--- config.mk ---
export PLATFORM = sky130hd
export DESIGN_NAME = round_controller
export DESIGN_NICKNAME = d
export VERILOG_FILES = /design/src/rtl/round_controller.sv
export SDC_FILE = /design/constraint.sdc
export NUM_CORES = 1
export LEC_CHECK = 0
export BUFFER_PORTS_ARGS = -buffer_cell sky130_fd_sc_hd__buf_2
export CAP_MARGIN = 20
export CORE_MARGIN = 2
export CORE_UTILIZATION = 50
export CTS_CLUSTER_DIAMETER = 30
export CTS_CLUSTER_SIZE = 16
export DETAILED_ROUTE_END_ITERATION = 10
export GPL_TIMING_DRIVEN = 0
export PLACE_DENSITY = 0.78
export SETUP_SLACK_MARGIN = 0.4
export SYNTH_ARGS = -nofsm -noshare
export SYNTH_HDL_FRONTEND = slang
export SYNTH_SLANG_ARGS = --single-unit
--- constraint.sdc ---
create_clock -name clock -period 2.2 [get_ports clock]
set_input_delay 0.11 -clock clock [delete_from_list [all_inputs] [get_ports clock]]
set_output_delay 0.11 -clock clock [all_outputs]
set_load 0.03 [all_outputs]
--- src/rtl/round_controller.sv ---
// Round and score controller for the light-cycle game.
// Tracks survivors, awards round points, times the flash interval, declares the winner.
module round_controller #(
    parameter int NUM_PLAYERS  = 2,
    parameter int SCORE_W      = 4,
    parameter int WIN_SCORE    = 9,
    parameter int FLASH_FRAMES = 125
) (
    input  logic                           clock,
    input  logic                           reset,
    input  logic                           frame_tick,
    input  logic                           serve,
    input  logic [NUM_PLAYERS-1:0]         crash,
    output logic [NUM_PLAYERS-1:0]         alive,
    output logic [NUM_PLAYERS*SCORE_W-1:0] scores,
    output logic [1:0]                     state,
    output logic                           run,
    output logic                           flash,
    output logic [2:0]                     winner,
    output logic                           winner_valid,
    output logic                           game_over
);

    typedef enum logic [1:0] {
        IDLE  = 2'd0,
        RUN   = 2'd1,
        FLASH = 2'd2,
        OVER  = 2'd3
    } state_t;

    localparam int CNT_W = (FLASH_FRAMES > 1) ? $clog2(FLASH_FRAMES) : 1;
    localparam logic [CNT_W-1:0] CNT_LAST = CNT_W'(FLASH_FRAMES - 1);
    localparam logic [SCORE_W-1:0] WIN_VAL = SCORE_W'(WIN_SCORE);

    state_t           cur;
    logic [CNT_W-1:0] flash_cnt;

    logic [NUM_PLAYERS-1:0] next_alive;
    logic [3:0]             live_cnt;
    logic [2:0]             survivor;
    logic                   any_win;

    // Survivors after this cycle's crashes: how many, and which one if only one.
    always_comb begin
        next_alive = alive & ~crash;
        live_cnt   = 4'd0;
        survivor   = 3'd0;
        for (int i = 0; i < NUM_PLAYERS; i++) begin
            if (next_alive[i]) begin
                live_cnt = live_cnt + 4'd1;
                survivor = 3'(i);
            end
        end
    end

    // Game ends once any player has reached the winning score.
    always_comb begin
        any_win = 1'b0;
        for (int i = 0; i < NUM_PLAYERS; i++) begin
            if (scores[i*SCORE_W +: SCORE_W] == WIN_VAL) begin
                any_win = 1'b1;
            end
        end
    end

    // Round FSM with registered alive mask, scores, winner and flash timer.
    always_ff @(posedge clock) begin
        if (reset) begin
            cur          <= IDLE;
            alive        <= '1;
            scores       <= '0;
            winner       <= 3'd0;
            winner_valid <= 1'b0;
            flash_cnt    <= '0;
        end else begin
            unique case (cur)
                IDLE: begin
                    if (serve) begin
                        cur          <= RUN;
                        alive        <= '1;
                        winner_valid <= 1'b0;
                    end
                end
                RUN: begin
                    alive <= next_alive;
                    if (live_cnt <= 4'd1) begin
                        cur       <= FLASH;
                        flash_cnt <= '0;
                        if (live_cnt == 4'd1) begin
                            winner       <= survivor;
                            winner_valid <= 1'b1;
                            for (int i = 0; i < NUM_PLAYERS; i++) begin
                                if (survivor == 3'(i)) begin
                                    scores[i*SCORE_W +: SCORE_W] <=
                                        scores[i*SCORE_W +: SCORE_W] + SCORE_W'(1);
                                end
                            end
                        end else begin
                            winner_valid <= 1'b0;
                        end
                    end
                end
                FLASH: begin
                    if (frame_tick) begin
                        if (flash_cnt == CNT_LAST) begin
                            cur <= any_win ? OVER : IDLE;
                        end else begin
                            flash_cnt <= flash_cnt + CNT_W'(1);
                        end
                    end
                end
                OVER: begin
                end
            endcase
        end
    end

    assign state     = cur;
    assign run       = (cur == RUN);
    assign flash     = (cur == FLASH);
    assign game_over = (cur == OVER);

endmodule

==> impl_metrics.ini <==
[run_status]
outcome = complete, no violations

[sta]
hold_viol_final = 0
whs_ns = 0.0714
period_share_pct = 77.2
final.setup.worst_slack_ns = 0.502
setup_viol = 0
grt_setup_unrepaired = false
period_minus_slack_ns = 1.70
fmax_mhz = 589
fin_setup_tns_ns = 0
skew_ns = 0.00271
slew_violations = 0

[finish]
nets = 199
area_growth_pct = 18.5
multi_input_area_sq_um = 810
drive_gt1_share_pct = 26.5
n_antenna_cell = 0
seqCellArea_sq_um = 423
fillers = 215

[logic_synthesis]
ys.flop_type = dfxtp_1
synth.distinct_cells = 43
ys_seq_area_share_pct = 32.9
synth_edf_count = 0
synth_commonest_cells = dfxtp_1 (21), nor2_1 (16), inv_1 (15), ha_1 (11), nand2_1 (10)
netlist_instances = 153
yosys.area.top_type_share_pct = 32.9
synth_area_leaders = dfxtp_1 (33%), ha_1 (11%), nor2_1 (4.7%)
syn_area_sq_um = 1280
ys_ff_latch = 21
synth_most_common_cell = dfxtp_1
syn_area_per_cell_sq_um = 8.34
async_flop_share_pct = 0
synth_top_area_cell = dfxtp_1
yosys_warnings = 0

[route]
drtIter0Drc = 16
ant_nets = 0
firstDrtPassIters = 4
num_vias = 1164
drt-total-wl_microns = 2860
drcViolationCount = 0
via_per_inst = 5.52
wl_per_cell_microns = 13.5

[cts]
h-tree-depth = 1
clock_sinks = 21
cts_tree = built
clk_pin_slew_ns = 0.12
clock_latency_ns = 0.30
clockRootBuffer = clkbuf_4
cts_buffer_depth = 2
numCtsBuffers = 3

[min_path]
holdCritPathClass = input pin to register

[setup_path]
crit_type = register to register
cp_top_family = compound AO/OA/AOI/OAI gates
start_kind = register
cpMaxStageDelayCell = dfxtp_2
path_max_fanout = 10
crit_buf_inv = 2
r2r_slack_ns = 0.50
end_kind = register
cp_cell_sequence = inv_1, ha_2, buf_2, or2_2, o211ai_1, o21ai_0, a21oi_1
required_ns = 2.43
crit_path_max_incr_delay_ns = 0.38
arrival_ns = 1.93

[die]
design.core.area_sq_um = 2450
die_area_sq_um = 2970
rows = 18
die_w_microns = 54.5
die_height_microns = 54.5
start_util_pct = 52.0
io_pins = 25

[grt]
gr-total-overflow = 0
grt_usage_pct = 21.1
grt_first_pass_wirelength_microns = 4550
grt_max_degree = 13
antenna_found_initial = 0
grt_pass1_vias = 1087

[power_and_ir_drop]
ir_drop_uv = 524
leakagePower_nw = 0.624
power_mw = 1.20
power.density_nw_per_um2 = 794

[place]
hpwlAfterDp_microns = 2160
place.gp.congestion = 0.818
portBuffers = 22
dpl_worst_slack_ns = 0.373

[job]
max_cap_violations = 0
-- flip-flops by register name (all words and copies together), names as in the netlist --
name,flops
scores,8
winner_valid,1
winner,1
alive,2
state,2
flash_cnt,7
-- power by group --
part / total, mW / switching (mW) / leakage [nW] / internal (mW)
Sequential: 0.461 / 0.0409 / 0.171 / 0.420
Combinational: 0.553 / 0.359 / 0.435 / 0.194
Clock: 0.188 / 0.120 / 0.0177 / 0.0678
-- timing repair --
| item | CTS | global route |
|---|---|---|
| resized for setup | 0 | 7 |
| setup endpoints to repair | 1 | 15 |
| pin swaps | 1 | 1 |
| setup buffers | 1 | 0 |
| hold buffers | 0 | 0 |
-- routing by layer --
layer	share of wire (%)	track usage [%]	vias to the layer above
li1	-	-	589
met3	4.5	2.46	4
met2	48	35.7	25
met1	46	27.1	546
met4	1.1	8.33	0
met5	0	0	-
-- area by class of cell --
cell class,count,share of cell area [%]
buffer,5,2.48
clock buffer,3,1.49
clock inverter,1,0.331
inverter,16,3.97
multi-input combinational,112,53.5
sequential,21,28.0
tap,30,2.48
timing repair buffer,23,7.78
-- placed cells by master, fill, tap and decap left out, types with 2 or more instances in the layout --
master / n
o211ai_1: 6
a21oi_1: 9
nor3_1: 2
nor2_1: 16
or3_1: 2
a221o_1: 2
xnor2_1: 5
nand2_1: 10
a211oi_1: 2
buf_2: 23
a22oi_1: 2
ha_2: 2
conb_1: 2
dfxtp_1: 19
ha_1: 8
a21o_1: 2
inv_2: 2
dfxtp_2: 2
o21ai_0: 9
inv_1: 14
nand3b_1: 2
buf_4: 3
a211o_1: 2
nand2b_1: 2
clkbuf_4: 3
nand3_1: 6
-- worst paths after layout --
kind | startpoint | to | cells after the start
setup / recovery | state[1] | flash_cnt[1] | 7
hold / removal | reset | state[1] | 2
setup reg to reg | state[1] | flash_cnt[1] | 7
hold reg to reg | winner[0] | winner[0] | 2
-- through the flow --
step	utilization, %	cell area [sq um]	cells
2_1_floorplan	-	1290	154
3_3_place_gp	58.5	1440	206
3_5_place_dp	58.5	1440	206
4_1_cts	59.9	1470	211
5_1_grt	61.6	1510	211
6_report	61.6	1510	211
-- cell families (layout without fill, tap and decap cells) --
group,Yosys count,count (layout),synth area share [%]
compound gates,41,41,23.3
xor+xnor,6,6,4.12
fa+ha+maj,11,11,10.8
buf+inv,21,48,7.65
flops,21,21,32.9
other cells,1,2,0.294
simple gates,52,52,20.9
(Power assumes the default switching activity.)
